==> src/rtl/ddr_arb_pkg.sv <==
// Shared types and constants for the DDR request arbiter: command type codes,
// FSM state encoding and requester id width.
package ddr_arb_pkg;

    localparam logic CMD_WT = 1'b0;
    localparam logic CMD_RD = 1'b1;

    localparam int ID_W = 1;
    typedef logic [ID_W-1:0] rq_id_t;

    typedef enum logic {
        ST_IDLE = 1'b0,
        ST_LOCK = 1'b1
    } arb_state_t;

endpackage

==> src/rtl/rd_order_fifo.sv <==
// In-order tracker of outstanding reads: each entry holds {owner id, burst_cnt}.
// Pointers carry one extra wrap bit so full and empty can be told apart.
module rd_order_fifo
    import ddr_arb_pkg::*;
#(
    parameter int DEPTH  = 4,
    parameter int BCNT_W = 6
) (
    input  logic                    clk,
    input  logic                    rstn,
    input  logic                    push,
    input  rq_id_t                  push_id,
    input  logic [BCNT_W-1:0]       push_bcnt,
    input  logic                    pop,
    output rq_id_t                  head_id,
    output logic [BCNT_W-1:0]       head_bcnt,
    output logic                    full,
    output logic                    empty,
    output logic [$clog2(DEPTH):0]  count
);
    localparam int PTR_W = $clog2(DEPTH) + 1;

    rq_id_t            id_mem   [DEPTH];
    logic [BCNT_W-1:0] bcnt_mem [DEPTH];
    logic [PTR_W-1:0]  wr_ptr, rd_ptr;

    always_ff @(posedge clk or negedge rstn) begin
        if (!rstn) begin
            wr_ptr <= '0;
            rd_ptr <= '0;
        end else begin
            if (push) wr_ptr <= wr_ptr + PTR_W'(1);
            if (pop)  rd_ptr <= rd_ptr + PTR_W'(1);
        end
    end

    always_ff @(posedge clk) begin
        if (push) begin
            id_mem[wr_ptr[PTR_W-2:0]]   <= push_id;
            bcnt_mem[wr_ptr[PTR_W-2:0]] <= push_bcnt;
        end
    end

    assign head_id   = id_mem[rd_ptr[PTR_W-2:0]];
    assign head_bcnt = bcnt_mem[rd_ptr[PTR_W-2:0]];
    assign empty     = (wr_ptr == rd_ptr);
    assign full      = (wr_ptr[PTR_W-1] != rd_ptr[PTR_W-1]) &&
                       (wr_ptr[PTR_W-2:0] == rd_ptr[PTR_W-2:0]);
    assign count     = wr_ptr - rd_ptr;

endmodule

==> src/rtl/ddr_req_arbiter.sv <==
// Two-requester arbiter sharing the DDR3 command/response FIFO port; write bursts lock the grant.
// Build option ARB_FIXED_PRIO_EN: requester 0 always wins contention instead of round-robin.
//   state   | meaning
//   ST_IDLE | grant picked each cycle among valid requesters
//   ST_LOCK | multi-beat write in progress, only the owner is forwarded
module ddr_req_arbiter
    import ddr_arb_pkg::*;
#(
    parameter int ADDR_W   = 27,
    parameter int DATA_W   = 128,
    parameter int MASK_W   = 16,
    parameter int BCNT_W   = 6,
    parameter int OT_DEPTH = 4
) (
    input  logic              clk,
    input  logic              rstn,
    input  logic              rq0_cmd_valid,
    output logic              rq0_cmd_ready,
    input  logic              rq0_cmd_type,
    input  logic [ADDR_W-1:0] rq0_cmd_addr,
    input  logic [BCNT_W-1:0] rq0_cmd_burst_cnt,
    input  logic [DATA_W-1:0] rq0_cmd_wt_data,
    input  logic [MASK_W-1:0] rq0_cmd_wt_mask,
    output logic              rq0_rsp_valid,
    input  logic              rq0_rsp_ready,
    output logic [DATA_W-1:0] rq0_rsp_data,
    input  logic              rq1_cmd_valid,
    output logic              rq1_cmd_ready,
    input  logic              rq1_cmd_type,
    input  logic [ADDR_W-1:0] rq1_cmd_addr,
    input  logic [BCNT_W-1:0] rq1_cmd_burst_cnt,
    input  logic [DATA_W-1:0] rq1_cmd_wt_data,
    input  logic [MASK_W-1:0] rq1_cmd_wt_mask,
    output logic              rq1_rsp_valid,
    input  logic              rq1_rsp_ready,
    output logic [DATA_W-1:0] rq1_rsp_data,
    output logic              io_fifo_cmd_valid,
    input  logic              io_fifo_cmd_ready,
    output logic              io_fifo_cmd_type,
    output logic [ADDR_W-1:0] io_fifo_cmd_addr,
    output logic [BCNT_W-1:0] io_fifo_cmd_burst_cnt,
    output logic [DATA_W-1:0] io_fifo_cmd_wt_data,
    output logic [MASK_W-1:0] io_fifo_cmd_wt_mask,
    input  logic              io_fifo_rsp_valid,
    output logic              io_fifo_rsp_ready,
    input  logic [DATA_W-1:0] io_fifo_rsp_data,
    output logic              err_orphan
);
    localparam int PTR_W = $clog2(OT_DEPTH) + 1;

    arb_state_t        state, state_nxt;
    rq_id_t            grant, owner, tie_winner, head_id;
    logic [BCNT_W-1:0] remain, beat_cnt, head_bcnt, sel_bcnt;
    logic              sel_valid, sel_type, cmd_hs, load_lock, dec_lock;
    logic              trk_push, trk_pop, trk_full, trk_empty, rsp_hs;
    logic [PTR_W-1:0]  trk_count;

`ifdef ARB_FIXED_PRIO_EN
    assign tie_winner = 1'b0;
`else
    rq_id_t last_grant;

    // A command finishes whenever a handshake leaves the FSM in IDLE.
    always_ff @(posedge clk or negedge rstn) begin
        if (!rstn)
            last_grant <= 1'b1;
        else if (cmd_hs && state_nxt == ST_IDLE)
            last_grant <= grant;
    end

    assign tie_winner = ~last_grant;
`endif

    always_comb begin
        grant = owner;
        if (state == ST_IDLE) begin
            if (rq0_cmd_valid && rq1_cmd_valid)
                grant = tie_winner;
            else
                grant = rq_id_t'(rq1_cmd_valid);
        end
    end

    assign sel_valid = grant ? rq1_cmd_valid     : rq0_cmd_valid;
    assign sel_type  = grant ? rq1_cmd_type      : rq0_cmd_type;
    assign sel_bcnt  = grant ? rq1_cmd_burst_cnt : rq0_cmd_burst_cnt;

    assign io_fifo_cmd_valid     = sel_valid && !(sel_type == CMD_RD && trk_full);
    assign io_fifo_cmd_type      = sel_type;
    assign io_fifo_cmd_addr      = grant ? rq1_cmd_addr    : rq0_cmd_addr;
    assign io_fifo_cmd_burst_cnt = sel_bcnt;
    assign io_fifo_cmd_wt_data   = grant ? rq1_cmd_wt_data : rq0_cmd_wt_data;
    assign io_fifo_cmd_wt_mask   = grant ? rq1_cmd_wt_mask : rq0_cmd_wt_mask;

    assign cmd_hs        = io_fifo_cmd_valid && io_fifo_cmd_ready;
    assign rq0_cmd_ready = cmd_hs && (grant == 1'b0);
    assign rq1_cmd_ready = cmd_hs && (grant == 1'b1);

    always_ff @(posedge clk or negedge rstn) begin
        if (!rstn) state <= ST_IDLE;
        else       state <= state_nxt;
    end

    always_comb begin
        state_nxt = state;
        case (state)
            ST_IDLE: if (cmd_hs && sel_type == CMD_WT && sel_bcnt != '0) state_nxt = ST_LOCK;
            ST_LOCK: if (cmd_hs && remain == BCNT_W'(1))                  state_nxt = ST_IDLE;
            default: state_nxt = ST_IDLE;
        endcase
    end

    always_comb begin
        load_lock = 1'b0;
        dec_lock  = 1'b0;
        case (state)
            ST_IDLE: load_lock = (state_nxt == ST_LOCK);
            ST_LOCK: dec_lock  = cmd_hs;
            default: ;
        endcase
    end

    always_ff @(posedge clk or negedge rstn) begin
        if (!rstn) begin
            owner  <= '0;
            remain <= '0;
        end else if (load_lock) begin
            owner  <= grant;
            remain <= sel_bcnt;
        end else if (dec_lock) begin
            remain <= remain - BCNT_W'(1);
        end
    end

    assign trk_push = cmd_hs && sel_type == CMD_RD;

    rd_order_fifo #(
        .DEPTH  (OT_DEPTH),
        .BCNT_W (BCNT_W)
    ) u_rd_order_fifo (
        .clk       (clk),
        .rstn      (rstn),
        .push      (trk_push),
        .push_id   (grant),
        .push_bcnt (sel_bcnt),
        .pop       (trk_pop),
        .head_id   (head_id),
        .head_bcnt (head_bcnt),
        .full      (trk_full),
        .empty     (trk_empty),
        .count     (trk_count)
    );

    // With nothing outstanding, beats are swallowed so the bridge never wedges.
    always_comb begin
        rq0_rsp_valid     = 1'b0;
        rq1_rsp_valid     = 1'b0;
        io_fifo_rsp_ready = io_fifo_rsp_valid;
        if (!trk_empty) begin
            if (head_id == 1'b1) begin
                rq1_rsp_valid     = io_fifo_rsp_valid;
                io_fifo_rsp_ready = rq1_rsp_ready;
            end else begin
                rq0_rsp_valid     = io_fifo_rsp_valid;
                io_fifo_rsp_ready = rq0_rsp_ready;
            end
        end
    end

    assign rq0_rsp_data = io_fifo_rsp_data;
    assign rq1_rsp_data = io_fifo_rsp_data;
    assign rsp_hs       = io_fifo_rsp_valid && io_fifo_rsp_ready && !trk_empty;
    assign trk_pop      = rsp_hs && (beat_cnt == head_bcnt);

    always_ff @(posedge clk or negedge rstn) begin
        if (!rstn) begin
            beat_cnt   <= '0;
            err_orphan <= 1'b0;
        end else begin
            if (trk_pop)
                beat_cnt <= '0;
            else if (rsp_hs)
                beat_cnt <= beat_cnt + BCNT_W'(1);
            if (io_fifo_rsp_valid && trk_empty)
                err_orphan <= 1'b1;
        end
    end

    a_trk_bound: assert property (@(posedge clk) disable iff (!rstn) trk_count <= PTR_W'(OT_DEPTH));

endmodule

==> config.mk <==
export PLATFORM = sky130hd
export DESIGN_NAME = ddr_req_arbiter
export DESIGN_NICKNAME = d
export VERILOG_FILES = /design/src/rtl/ddr_arb_pkg.sv /design/src/rtl/rd_order_fifo.sv /design/src/rtl/ddr_req_arbiter.sv
export SDC_FILE = /design/constraint.sdc
export NUM_CORES = 1
export LEC_CHECK = 0
export CAP_MARGIN = 20
export CORE_AREA = 4 4 361 363
export CTS_BUF_LIST = sky130_fd_sc_hd__clkbuf_2
export CTS_CLUSTER_DIAMETER = 50
export DETAILED_ROUTE_END_ITERATION = 8
export DIE_AREA = 0 0 365 367
export GPL_TIMING_DRIVEN = 0
export MAX_ROUTING_LAYER = met4
export PLACE_DENSITY = 0.3
export SETUP_SLACK_MARGIN = 0.5
export SLEW_MARGIN = 10
export SYNTH_ARGS = -nofsm -noshare
export SYNTH_HDL_FRONTEND = slang
export SYNTH_SLANG_ARGS = --single-unit
==> constraint.sdc <==
create_clock -name clk -period 4.4 [get_ports clk]
set_input_delay 0.66 -clock clk [delete_from_list [all_inputs] [get_ports clk]]
set_output_delay 0.66 -clock clk [all_outputs]
set_load 0.02 [all_outputs]
Yosys cells after proc, flatten, opt, wreduce, memory -nomap -nowiden. Memory sizes are Yosys's and may differ from the RTL's. Index checks and enable logic that the tools add are counted.

Register bits after elaboration: 22. Memory bits (writable): 28. Bits of input ports: 492. Output and inout bits: 441. Memories: 2.

Memories: u_rd_order_fifo.bcnt_mem (depth 4, width 6, read ports 1, clocked after memory_dff 0, wr ports 1, RTL line rd_order_fifo.sv:24) `logic [BCNT_W-1:0] bcnt_mem [DEPTH];`; u_rd_order_fifo.id_mem (depth 4, width 1, read ports 1, clocked after memory_dff 0, wr ports 1, RTL line rd_order_fifo.sv:23) `rq_id_t id_mem [DEPTH];`.

Add/sub/neg operators: 4. Equal/unequal tests: 5. Muxes and demuxes: 25. Bitwise logic cells: 5. Reduce and logical (&&, ||, !) cells: 21.

Operator list (number): $mux 128 (1); $mux 6 (5); $mux 27 (1); $logic_and 1x1->1 (16); $mux 1 (16); $mux 16 (1); $add 3x1->3 const B (2); $add 6x1->6 const B (1); $eq 6x1->1 const B (1); $eq 6x6->1 (1); $reduce_bool 6->1 (1); $sub 6x1->6 const B (1); $not 1->1 (5); $reduce_bool 2->1 (2); $eq 3x3->1 (1); $eq 2x2->1 (1); $logic_not 1->1 (2); $pmux 1 s2 (1); $ne 1x1->1 (1).

Logic depth before layout (Yosys ltp). Gate-level depths: netlist (run 1).

Word-level depth: 14. Depth in mapped cells: 8.

Hierarchy. Synthesis (run 1) repeated with hierarchy kept, for this count alone.

Cells, all modules: 1027. Area, all modules: 6735.2 µm².

By module, submodules not included: ddr_req_arbiter (instances 1, cells each 953, area each 5331.4 µm², sequential area each 401.6 µm²); rd_order_fifo (instances 1, cells each 74, area each 1403.8 µm², sequential area each 991.0 µm²).

Least setup slack after synthesis (run 1). No wires, ideal clock.

Kind: input -> output. Start point: input port rq0_cmd_valid. End point: output port io_fifo_cmd_valid. Data arrival time: 2075 ps. Path slack: 1665 ps. Stages: 5. Buffers on the path: 0. Path through: nand2_1 -> a31oi_4 -> mux2i_2 -> nor2_1 -> a211oi_1.

Cells in the longest elaborated chain, start to end: 7.

RTL lines: from (decl) (RTL line ddr_req_arbiter.sv:17) `input logic rq0_cmd_valid,`; $logic_and 1x1->1 (RTL line ddr_req_arbiter.sv:77) `if (rq0_cmd_valid && rq1_cmd_valid)`; $mux 1 (RTL line ddr_req_arbiter.sv:77); $mux 1 (RTL line ddr_req_arbiter.sv:76) `if (state == ST_IDLE) begin`; $mux 1 (RTL line ddr_req_arbiter.sv:85) `assign sel_type = grant ? rq1_cmd_type : rq0_cmd_type;`; $logic_and 1x1->1 (RTL line ddr_req_arbiter.sv:88) `assign io_fifo_cmd_valid = sel_valid && !(sel_type == CMD_RD && trk_full);`; $logic_not 1->1 (RTL line ddr_req_arbiter.sv:88); $logic_and 1x1->1 (*) (RTL line ddr_req_arbiter.sv:88); to (decl) (RTL line ddr_req_arbiter.sv:37) `output logic io_fifo_cmd_valid,`.

Mark *: on every way between the ends. The rest lies on a longest branch, timed or not.

Final worst setup path (run 1).
Start point: input port rq0_cmd_valid. End point: output port io_fifo_cmd_wt_data[44].

Cells in the longest elaborated chain, start to end: 4.

RTL lines: $logic_and 1x1->1 (RTL line ddr_req_arbiter.sv:77); $mux 1 (RTL line ddr_req_arbiter.sv:77); $mux 1 (RTL line ddr_req_arbiter.sv:76); $mux 128 (RTL line ddr_req_arbiter.sv:92) `assign io_fifo_cmd_wt_data = grant ? rq1_cmd_wt_data : rq0_cmd_wt_data;`; to (decl) (RTL line ddr_req_arbiter.sv:42) `output logic [DATA_W-1:0] io_fifo_cmd_wt_data,`.

No other way between the ends.

==> results.sh, run 1 <==
export IMPL_critPathCaptureType="output port"
export IMPL_maxCapViolCount=0
export IMPL_htree_levels=2
export IMPL_status="finished, final reports clean"
export IMPL_yosysSeqAreaShare=0.214
export IMPL_io_buffer_count=804
export IMPL_rsz0062_at_grt="yes"
export IMPL_syn_nets=1151
export IMPL_seqCellArea_mm2=0.00139
export IMPL_timing_hold_violations_final=0
export IMPL_drt_iter0_markers=337
export IMPL_fill_cells=14500
export IMPL_io_pins=933
export IMPL_antenna_found_initial=56
export IMPL_peakVddDrop_mv=0.311
export IMPL_cts_sinks=50
export IMPL_first_pass_iters=4
export IMPL_synth_edf_count=28
export IMPL_multiInputGateArea_mm2=0.00306
export IMPL_yosys_warnings=0
export IMPL_period_needed_ns=3.82
export IMPL_p_leak_nw=6.31
export IMPL_grt_pass1_vias=8822
export IMPL_yosys_register_bits=50
export IMPL_worstSkewPairLatency_ns=0.45
export IMPL_crit_type="primary input to output port"
export IMPL_overflow=0
export IMPL_arrival_ns=3.16
export IMPL_syn_to_final_growth_pct=159
export IMPL_core_area_mm2=0.127
export IMPL_gp_congestion=0.917
export IMPL_drc_errors=0
export IMPL_setup_violations=0
export IMPL_crit_fanout=10
export IMPL_setup_ws_ns=0.580
export IMPL_routed_wl_um=80700
export IMPL_track_usage=0.116
export IMPL_dp_hpwl_um=75700
export IMPL_cts_tree="done"
export IMPL_fin_worst_skew_ns=0.0232
export IMPL_fmax_ghz=0.262
export IMPL_dieArea_mm2=0.134
export IMPL_layout_cells_non_filler=3149
export IMPL_syn_inst=651
export IMPL_grt_pass1_wl_um=98700
export IMPL_startpoint_type="primary input"
export IMPL_placed_area_mm2=0.0167
export IMPL_crit_required_ns=3.74
export IMPL_slew_violations=0
export IMPL_slew_headroom=0.469
export IMPL_synthesis_area_mm2=0.00651
export IMPL_timing_final_crit_share=0.868
export IMPL_hold_path_class="primary input to async pin"
export IMPL_cts_buffers_inserted=5
export IMPL_grt_max_degree=17
export IMPL_ys_flop_type="edfxtp_1"
export IMPL_die_h_um=367
export IMPL_preCtsSetupSlack_ns=-0.654
export IMPL_initial_core_util=0.0513
export IMPL_synth_avg_cell_area_um2=10.0
export IMPL_fin_area_mm2=0.0168
export IMPL_p_per_area_mw_per_mm2=403
export IMPL_worst_pin_slew_ns=0.799
export IMPL_ant_nets=0
export IMPL_drive_above_1_share=0.333
export IMPL_synthArstFlopShare=0.440
export IMPL_via_per_inst=2.55
export IMPL_fin_nets=1968
export IMPL_wl_per_cell_um=25.6
export IMPL_clock_path_buffers=2
export IMPL_ys_types=44
export IMPL_rows=131
export IMPL_die_x_um=365
export IMPL_clock_root_buffer="clkbuf_2"
export IMPL_dp_cells=3118
export IMPL_vias=8038
export IMPL_clk_pin_slew_ns=0.28
==> critical path, stage by stage <==
cell	delay [ns]
clkdlybuf4s50_1	0.53
nand2_1	0.11
a31oi_4	0.18
buf_12	0.16
clkbuf_4	0.25
buf_4	0.27
mux2_2	0.41
clkdlybuf4s50_1	0.57
==> path summary, 6_finish.rpt <==
check	start	to	slack, ns	depth (start not counted)
hold reg to reg	u_rd_order_fifo.wr_ptr[2]	u_rd_order_fifo.wr_ptr[2]	0.51	1
hold / removal	rstn	owner	0.49	1
setup reg to reg	owner	remain[1]	1.82	9
max in group asynchronous	rstn	u_rd_order_fifo.wr_ptr[1]	3.40	2
min in group clk	u_rd_order_fifo.wr_ptr[2]	u_rd_order_fifo.wr_ptr[2]	0.51	1
setup / recovery	rq0_cmd_valid	io_fifo_cmd_wt_data[44]	0.58	8
==> kinds of logic after synthesis <==
| logic type | after synthesis | share of synthesized area |
|---|---|---|
| compound gates | 32 | 0.0336 |
| xor+xnor | 16 | 0.0215 |
| fa+ha+maj | 8 | 0.0154 |
| buf+inv | 289 | 0.318 |
| flops | 50 | 0.214 |
| mux | 194 | 0.347 |
| simple gates | 62 | 0.0507 |
==> per-layer routing <==
layer / track usage / share of wire / wire [um]
met1: 0.124 / 0.37 / 30100
met2: 0.209 / 0.51 / 40800
met3: 0.0501 / 0.11 / 9170
met4: 0.00405 / 0.0080 / 643
met5: - / 0 / 0
==> power breakdown <==
part | internal (W) | switching (W)
Clock | 0.0000394 | 0.000163
Combinational | 0.00283 | 0.00303
Sequential | 0.000635 | 0.0000935
Total | 0.00350 | 0.00328
==> layout by cell type (no fill, tap or decap), drive strengths merged, types with 7 or more instances in the layout <==
cell	count
clkdlybuf4s50	771
buf	278
mux2	181
edfxtp	28
dfrtp	21
diode	18
nand2	17
nor2	17
clkbuf	15
dlygate4sd2	14
o21ai	14
dlymetal6s2s	13
inv	11
xnor2	10
ha	8
mux2i	7
==> synthesized netlist by cell type, types with 2 or more instances <==
cell type	n	area, um^2
mux2_1	2	22.5
mux2_2	179	2020
nor2_1	14	52.6
buf_4	257	1930
buf_2	14	70.1
o21ai_1	3	15.0
inv_1	10	37.5
mux4_2	3	67.6
mux2i_1	6	60.1
o211ai_1	5	37.5
nand3b_1	3	22.5
ha_1	8	100
clkbuf_1	7	26.3
and2_1	6	37.5
a211oi_1	2	15.0
dfrtp_1	21	526
nor3_1	2	10.0
mux4_1	3	78.8
xnor2_1	10	87.6
o21ai_0	11	55.1
a21oi_1	4	20.0
and3_1	2	12.5
edfxtp_1	28	841
nor2b_1	2	12.5
nor2_2	2	12.5
nand2_1	17	63.8
xor2_1	6	52.6
nand3_1	4	20.0
a22o_1	3	26.3
nor4_1	3	18.8
==> state kept, by name, summed over array words and instances, names as in the netlist <==
signal	flops
u_rd_order_fifo.bcnt_mem	24
err_orphan	1
u_rd_order_fifo.id_mem	4
beat_cnt	6
last_grant	1
remain	6
u_rd_order_fifo.wr_ptr	3
owner	1
u_rd_order_fifo.rd_ptr	3
state	1
==> through the flow <==
stage / total power [W] / setup TNS, ns / utilization / hold WS, ns
final: 0.00679 / 0 / 0.133 / 0.490
after global routing: 0.00719 / 0 / 0.132 / 0.469
after CTS: 0.00695 / 0 / 0.132 / 0.473
after detailed placement: 0.00663 / -56.91 / 0.131 / 0.456
after global placement: 0.00667 / -54.47 / 0.131 / 0.459
after floorplan: 0.00370 / 0 / - / 0.364
==> layout make-up <==
| type | count | share of cell area |
|---|---|---|
| Buffer | 279 | 0.123 |
| Clock buffer | 5 | 0.00149 |
| Inverter | 10 | 0.00223 |
| Antenna cell | 18 | 0.00267 |
| Tap cell | 1662 | 0.123 |
| Timing Repair Buffer | 810 | 0.482 |
| Sequential cell | 50 | 0.0827 |
| Clock inverter | 3 | 0.00119 |
| Multi-Input combinational cell | 312 | 0.181 |
==> timing repair <==
action / 4_1_cts / 5_1_grt
gates resized for setup: 44 / 19
setup buffers: 3 / 2
hold buffers: 0 / 0
endpoints found under the setup margin: 179 / 26
pin swaps: 1 / 0
No activity file was read; power rests on OpenSTA's default activity.
==> run 2, diff against run 1 <==
Settings changed: ABC_AREA set to 0.
==> results of run 2 <==
Final layout, timing and power as in run 1 (identical DEF).
==> variant: new RTL, config.mk and constraints of run 2 <==
Make the reset (`rstn`) synchronous in 5 clocked blocks.
--- a/src/rtl/rd_order_fifo.sv
+++ b/src/rtl/rd_order_fifo.sv
@@ -25,5 +25,5 @@
     logic [PTR_W-1:0]  wr_ptr, rd_ptr;
 
-    always_ff @(posedge clk or negedge rstn) begin
+    always_ff @(posedge clk) begin
         if (!rstn) begin
             wr_ptr <= '0;
--- a/src/rtl/ddr_req_arbiter.sv
+++ b/src/rtl/ddr_req_arbiter.sv
@@ -62,5 +62,5 @@
 
     // A command finishes whenever a handshake leaves the FSM in IDLE.
-    always_ff @(posedge clk or negedge rstn) begin
+    always_ff @(posedge clk) begin
         if (!rstn)
             last_grant <= 1'b1;
@@ -97,5 +97,5 @@
     assign rq1_cmd_ready = cmd_hs && (grant == 1'b1);
 
-    always_ff @(posedge clk or negedge rstn) begin
+    always_ff @(posedge clk) begin
         if (!rstn) state <= ST_IDLE;
         else       state <= state_nxt;
@@ -121,5 +121,5 @@
     end
 
-    always_ff @(posedge clk or negedge rstn) begin
+    always_ff @(posedge clk) begin
         if (!rstn) begin
             owner  <= '0;
@@ -173,5 +173,5 @@
     assign trk_pop      = rsp_hs && (beat_cnt == head_bcnt);
 
-    always_ff @(posedge clk or negedge rstn) begin
+    always_ff @(posedge clk) begin
         if (!rstn) begin
             beat_cnt   <= '0;
Behaviour: differs if rstn is asserted again (counterexample within 4 cycles, from zero or initial values and one cycle with rstn low); with rstn held inactive, the same outputs for 4 cycles.
==> variant against run 2 <==
Clock skew grew 0.0047 ns; die area stayed put; critical path type unchanged; worst setup slack worse by 0.0087 ns; first-iteration DRC count decreased by 33%; non-clock buffer count shrank 1; final area down 0.20%; routed wire length decreased by 12%; area after synthesis fell by 1.2%; sequential cell count is 2 higher.
Power is not compared: it rests on default switching activity, and its combinational part moved more than twofold at a synthesized area within 25%.
==> variant: results (changes against run 2) <==
* Status: finished, final reports clean
* Post-Route M1 WL at 30.0 mm (about the same)
* Worst Hold Margin at 0.510 ns (+0.0201 ns)
* Count of distinct cell types in the synthesized netlist at 48 (+9.1%)
* Via count of the routed design at 8051 (+0.16%)
* Violation count after the first detailed-route iteration at 227 (-33%)
* Worst Reg2Reg Path Length in Cells at 7 (-2)
* Largest net degree at the start of global routing at 20 (+3)
* Ranking of synthesized cells by instance count: sky130_fd_sc_hd__buf_4, sky130_fd_sc_hd__mux2_2, sky130_fd_sc_hd__edfxtp_1, sky130_fd_sc_hd__dfxtp_1, sky130_fd_sc_hd__nor2_1
* Via/cell ratio at 2.54 (-0.50%)
* Wire length on met2 at 32.2 mm (-21%)
* Post-place instance area at 0.0166 mm2 (-0.44%)
* Leading cell types by total area after synthesis: sky130_fd_sc_hd__mux2_2, sky130_fd_sc_hd__buf_4, sky130_fd_sc_hd__edfxtp_1
* Fraction of the core area covered by cells at the end of the flow at 13.2% (-0.027 points)
* Grt met2 use at 15.9% (-5.0 points)
* Worst min-delay path class: reg -> reg
* Wire length on met3 at 7.51 mm (-18%)
* Final net count at 1971 (+0.15%)
* Global routing usage summed across all routing layers at 10.1% (-1.5 points)
* Drt total wl at 70.9 mm (-12%)
* Measured slew at the worst slew-check pin at 0.628 ns (-0.171 ns)
* Portion of the post-synthesis area used by sequential elements at 20.5% (-0.85 points)
* Number of post-CTS setup repair buffers at 0 (-3)
* Cell count after synthesis at 658 (+1.1%)
* Fmax at 261 MHz (-0.23%)
* Destination of the critical timing path: io_fifo_cmd_wt_data[37]
* Initial antenna violation count at 73 (+30%)
* Met1 Usage GRT at 12.0% (-0.49 points)
* Global-route wire length before repair at 87.0 mm (-12%)
* Count of cells resized by post-cts repair at 35 (-20%)
* Synthesized Nets at 1158 (+0.61%)
* Reg2reg end: beat_cnt[5]
* Share of async-settable or async-resettable flops after synthesis at 0% (-44 points)
* Setup Skew at 0.0279 ns (+0.00470 ns)
* Estimated wirelength of the detail-placed design at 66.6 mm (-12%)
* Share of final-layout standard cells stronger than drive strength 1 at 32.7% (-0.54 points)
* Fill cell count at 14500 (+0.021%)
variant: changes by cell type after synthesis, moves of 4 or more:
cell,delta
sky130_fd_sc_hd__dfxtp_1,+24
sky130_fd_sc_hd__dfrtp_1,-21
sky130_fd_sc_hd__buf_2,-14
sky130_fd_sc_hd__clkbuf_1,+14
sky130_fd_sc_hd__nor2_1,+9
sky130_fd_sc_hd__o21ai_0,-7
sky130_fd_sc_hd__o211ai_1,-5
sky130_fd_sc_hd__mux4_2,+4
variant: layout make-up:
class                   instances  area share (%)
diodes                         36           0.536
plain buffers                 282            12.6
clock buffers                   5           0.149
clock inverters                 3           0.171
inverters                      10           0.223
multi-input cells             314            18.1
flip-flops and latches         52            7.86
well taps                    1662            12.4
repair buffers                806            48.1
variant: cells by family after synthesis:
logic type	after synthesis	synth area share, %
AOI/OAI and AO/OA	32	3.19
xor gates and xnor gates	19	2.59
and+or+nand+nor	64	5.11
adders and majority gates	8	1.56
muxes	191	34.6
buffers and inverters	292	32.4
DFF	52	20.5
